$ cat config.mk
export PLATFORM = sky130hd
export DESIGN_NAME = shake_dout_collector
export DESIGN_NICKNAME = d
export VERILOG_FILES = /design/src/rtl/shake_dout_collector.sv
export SDC_FILE = /design/constraint.sdc
export NUM_CORES = 1
export LEC_CHECK = 0
export BUFFER_PORTS_ARGS = -buffer_cell sky130_fd_sc_hd__buf_2
export CAP_MARGIN = 40
export CORE_ASPECT_RATIO = 1.25
export CORE_MARGIN = 2
export CORE_UTILIZATION = 55
export CTS_BUF_LIST = sky130_fd_sc_hd__clkbuf_8
export DETAILED_ROUTE_END_ITERATION = 10
export PLACE_DENSITY = 0.81
export SYNTH_ARGS = -nofsm -noshare
export SYNTH_HDL_FRONTEND = slang
export SYNTH_SLANG_ARGS = --single-unit
$ cat constraint.sdc
create_clock -name clk -period 4 [get_ports clk]
set_input_delay 0.4 -clock clk [delete_from_list [all_inputs] [get_ports clk]]
set_output_delay 0.4 -clock clk [all_outputs]
set_load 0.1 [all_outputs]
$ cat src/rtl/shake_dout_collector.sv
// Collects WIN-bit squeeze words from the Keccak/SHAKE core and packs them
// little-endian into OUT_W-bit beats; pulses force_done once the requested length is taken.
module shake_dout_collector #(
    parameter int unsigned WIN   = 32,
    parameter int unsigned OUT_W = 128,
    parameter int unsigned LEN_W = 16
) (
    input  logic             clk,
    input  logic             rst,
    input  logic             start,
    input  logic [LEN_W-1:0] out_len,
    output logic             busy,
    output logic             done,
    output logic             force_done,
    input  logic             in_valid,
    output logic             in_ready,
    input  logic [WIN-1:0]   in_data,
    output logic             out_valid,
    input  logic             out_ready,
    output logic [OUT_W-1:0] out_data,
    output logic             out_last
);

    localparam int unsigned R     = OUT_W / WIN;
    localparam int unsigned LaneW = (R > 1) ? $clog2(R) : 1;
    localparam logic [LaneW-1:0] LastLane = LaneW'(R - 1);

    typedef enum logic [1:0] {StIdle, StCollect, StDrain, StFinish} state_e;

    state_e             state_q, state_d;
    logic [LEN_W-1:0]   rem_q, rem_d;
    logic [LaneW-1:0]   lane_q, lane_d;
    logic [OUT_W-1:0]   pack_q, pack_d;
    logic [OUT_W-1:0]   out_data_q, out_data_d;
    logic               out_valid_q, out_valid_d;
    logic               out_last_q, out_last_d;
    logic               force_done_q, force_done_d;
    logic               done_q, done_d;
    logic               completing, accept;
    logic [OUT_W-1:0]   pack_word;

    assign completing = (lane_q == LastLane) || (rem_q == LEN_W'(1));
    assign in_ready   = (state_q == StCollect) && (rem_q != '0) &&
                        (!completing || !out_valid_q || out_ready);
    assign accept     = in_valid && in_ready;

    // Packing register with the incoming word merged into the current lane.
    always_comb begin
        pack_word = pack_q;
        for (int unsigned i = 0; i < R; i++) begin
            if (lane_q == LaneW'(i)) pack_word[i*WIN +: WIN] = in_data;
        end
    end

    always_comb begin
        state_d      = state_q;
        rem_d        = rem_q;
        lane_d       = lane_q;
        pack_d       = pack_q;
        out_data_d   = out_data_q;
        out_valid_d  = out_valid_q && !out_ready;
        out_last_d   = out_last_q;
        force_done_d = 1'b0;
        done_d       = 1'b0;
        case (state_q)
            StIdle: begin
                if (start) begin
                    if (out_len != '0) begin
                        rem_d   = out_len;
                        lane_d  = '0;
                        pack_d  = '0;
                        state_d = StCollect;
                    end else begin
                        force_done_d = 1'b1;
                        state_d      = StFinish;
                    end
                end
            end
            StCollect: begin
                if (accept) begin
                    rem_d = rem_q - LEN_W'(1);
                    if (completing) begin
                        out_data_d  = pack_word;
                        out_valid_d = 1'b1;
                        out_last_d  = (rem_q == LEN_W'(1));
                        lane_d      = '0;
                        pack_d      = '0;
                    end else begin
                        lane_d = lane_q + LaneW'(1);
                        pack_d = pack_word;
                    end
                    if (rem_q == LEN_W'(1)) begin
                        force_done_d = 1'b1;
                        state_d      = StDrain;
                    end
                end
            end
            StDrain: begin
                if (!out_valid_q || out_ready) state_d = StFinish;
            end
            StFinish: begin
                // Stay one extra cycle so done is visible while still busy.
                done_d = !done_q;
                if (done_q) state_d = StIdle;
            end
            default: state_d = StIdle;
        endcase
    end

    always_ff @(posedge clk) begin
        if (!rst) begin
            state_q      <= StIdle;
            rem_q        <= '0;
            lane_q       <= '0;
            pack_q       <= '0;
            out_data_q   <= '0;
            out_valid_q  <= 1'b0;
            out_last_q   <= 1'b0;
            force_done_q <= 1'b0;
            done_q       <= 1'b0;
        end else begin
            state_q      <= state_d;
            rem_q        <= rem_d;
            lane_q       <= lane_d;
            pack_q       <= pack_d;
            out_data_q   <= out_data_d;
            out_valid_q  <= out_valid_d;
            out_last_q   <= out_last_d;
            force_done_q <= force_done_d;
            done_q       <= done_d;
        end
    end

    assign busy       = (state_q != StIdle);
    assign done       = done_q;
    assign force_done = force_done_q;
    assign out_valid  = out_valid_q;
    assign out_data   = out_data_q;
    assign out_last   = out_last_q;

endmodule

==> summary.txt <==
Run status
  – Status: finished, final reports clean

Pwr
  – Switching share of total power: 38.3%
  – Comb pwr share: 29.3%
  – Peak VDD IR: 341 uV
  – Psw: 0.00294 W
  – Leakage: 5.49 nW
  – Internal: 0.00474 W
  – Sequential Power Share: 39.3%
  – Pwr dens: 500 nW/um^2
  – Clock power share: 31.4%

Synth
  – FFs w/ async S/R, synth: 0%
  – Number of flops mapped to enable cells by yosys: 0
  – Library cells used by synthesis: 64
  – Sequential cell area fraction in the yosys report: 41.4%
  – FF+latch count, synth: 280
  – Syn Nets: 1,539
  – Post-Syn Area: 13,500 sq um
  – Syn Area/Cell: 9.18 sq um
  – Cells after Synth: 1,474
  – Synth warnings: 0
  – Main synth FF type: dfxtp_1

STA
  – RSZ-0062 raised after global routing: no
  – Final period utilization: 79.1%
  – Worst-Margin Slew: 0.972 ns
  – Final count of hold timing violations: 0
  – Fin crit period: 3.16 ns
  – Setup TNS: 0 ns
  – Fmax: 0.316 GHz
  – Relative slew slack: 35.2%
  – Endpoints failing setup: 0
  – Final Skew: 0.0130 ns
  – Final Max Tran Viols: 0

Clock tree
  – CTS tree: built
  – Worst-Skew Late Latency: 0.56 ns
  – Cts hold-fix bufs: 0
  – Post-CTS Resized: 0
  – H-tree depth: 2
  – TritonCTS Sinks: 280
  – Clock slew at reported path FFs: 0.06 ns
  – Post-CTS setup-driven buffer insertion count: 0
  – TritonCTS buffer count: 45
  – CTS Root Cell: clkbuf_8
  – Clock Path Buffers: 3

Detailed routing
  – Via/cell ratio: 6.36
  – Post-route antenna net violation count: 0
  – DRC: 0
  – First-pass DRT Iterations: 7
  – Total number of vias: 12.2k
  – DR iter-0 viols: 1,231
  – WL per Instance: 19.6 um
  – Total Routed Length: 37,700 um

Global routing
  – First-pass GRT wire length: 59,600 um
  – Tot GR Track Use: 27.9%
  – Largest net degree at the start of global routing: 227
  – Antenna violations before repair: 1
  – Gr ovfl total: 0
  – Vias in the first global route: 11.4k

Floorplanning
  – Core area: 24,300 sq um
  – Total die area: 25,900 sq um
  – Die height: 179 um
  – Row count: 64
  – # IOs: 187
  – Initial core utilization: 55.6%
  – Die width: 144 um

Worst hold path
  – Hold Crit Class: in -> reg

Critical path
  – R2r startpoint: state_q[1]
  – Startpoint types: flop
  – Critical path endpoint: in_ready
  – Crit path capture type: primary output
  – CP Class: reg -> out
  – R2R Setup Slk: 1.03 ns
  – Worst Path Required: 3.60 ns
  – CP arrival: 2.76 ns
  – Cells on worst reg2reg path: 8
  – Crit-path max FO: 6
  – Worst reg2reg endpoint: out_data[90]
  – Crit path from: rem_q[1]

Final layout
  – Final nets: 1,632
  – Fin area: 15,400 sq um
  – Proportion of layout cells with a drive suffix above 1: 22.4%
  – Area growth, synth to finish: 13.5%

Run
  – Max Cap Violations: 0

Placement
  – DP Area: 14,500 sq um
  – Final HPWL DP: 22,800 um
  – Final Wtd Congestion: 0.913
  – I/O Buffers: 186
==> kinds of logic (layout without fill, tap and decap cells) <==
kind of cell,after synthesis,count (layout),synth area share [%]
adders and majority gates,12,12,1.11
AOI/OAI and AO/OA,523,523,28.1
buffers and inverters,179,300,6.46
muxes,130,130,9.62
and+or+nand+nor,350,350,13.3
other,0,1,0
DFF,280,280,41.4
==> flip-flops by register name, indices dropped and copies added, names as in the netlist <==
name / cells
lane_q: 2
pack_q: 128
state_q: 2
out_last: 1
out_data: 128
force_done: 1
out_valid: 1
done: 1
rem_q: 16
==> final cells by class <==
class / count / area [sq um]
flip-flops and latches: 280 / 5610
inverters: 14 / 57.6
clock inverters: 21 / 113
multi-input cells: 1015 / 7160
well taps: 330 / 413
diodes: 1 / 2.50
clock buffers: 54 / 743
repair buffers: 211 / 1270
fillers: 2049 / 8980
==> power groups by stage <==
stage	combinational, W	clock (W)	sequential [W]
3_3_place_gp	0.00210	0	0.00307
4_1_cts	0.00221	0.00242	0.00302
3_5_place_dp	0.00220	0	0.00308
5_1_grt	0.00239	0.00255	0.00304
2_1_floorplan	0.00152	0	0.00323
6_report	0.00225	0.00241	0.00302
==> cell usage in the layout (no fill, tap or decap), types with 7 or more instances in the layout <==
cell / instances
a211oi_1: 69
a211oi_2: 64
a21oi_1: 137
a41oi_1: 97
and2_1: 64
buf_2: 185
buf_4: 17
clkbuf_8: 54
dfxtp_1: 280
ha_1: 8
inv_1: 30
mux2i_1: 130
nand2_1: 113
nand3_1: 8
nor2_1: 15
nor3_1: 108
nor4_1: 7
o21ai_0: 9
o21ai_1: 99
==> worst min path at each step <==
stage	from	endpoint	slack [ns]	cells past startpoint
after floorplan	pack_q[100]	pack_q[100]	0.43	1
after global placement	done	done	0.43	1
after detailed placement	done	done	0.44	1
after CTS	out_len[5]	rem_q[5]	0.18	3
after global routing	out_len[5]	rem_q[5]	0.20	3
final	out_len[5]	rem_q[5]	0.18	3
==> routing by layer <==
layer	track usage [%]	wire length, um	vias up
met2	43.5	17600	537
met5	0	0	-
met4	10.8	1070	0
li1	-	-	5753
met1	38.3	16200	5866
met3	5.47	2830	89
==> synth_stat cells, drive strengths merged, types with 3 or more instances <==
library cell    n  share of area (%)
dfxtp         280                 41
a21oi         137                5.1
a211oi        135                9.9
mux2i         130                9.6
nand2         113                3.1
nor3          109                4.1
o21ai         108                4.0
a41oi          99                6.5
clkbuf         96                2.7
buf            69                3.4
and2           65                3.0
nor2           15               0.42
inv            14               0.39
ha             12                1.1
nor4           10               0.67
nand3           8               0.30
nor2b           6               0.28
a31oi           5               0.23
o22ai           5               0.23
o311ai          5               0.32
and3            4               0.18
nor3b           4               0.26
o21a            4               0.23
o221a           4               0.33
or4             4               0.25
and4            3               0.21
o211ai          3               0.17
o31a            3               0.19
==> worst max-delay path: stages, from the launching register on <==
cell	delay [ns]
dfxtp_1	0.36
inv_1	0.10
ha_1	0.25
nor3b_1	0.17
and4_1	0.27
or2_1	0.33
a21oi_1	0.26
buf_2	0.47
==> per-stage QoR <==
| step | std cells | worst slack (ns) | util, % | hold slack [ns] | power, W |
|---|---|---|---|---|---|
| floorplan | 1474 | 0.781 | - | 0.429 | 0.00474 |
| global placement | 1844 | 1.03 | 58.9 | 0.430 | 0.00518 |
| detailed placement | 1850 | 1.11 | 59.6 | 0.437 | 0.00528 |
| CTS | 1925 | 0.880 | 63.1 | 0.176 | 0.00765 |
| global route | 1925 | 0.759 | 63.1 | 0.204 | 0.00797 |
| finish | 1926 | 0.837 | 63.1 | 0.181 | 0.00769 |
(Power assumes the default switching activity.)
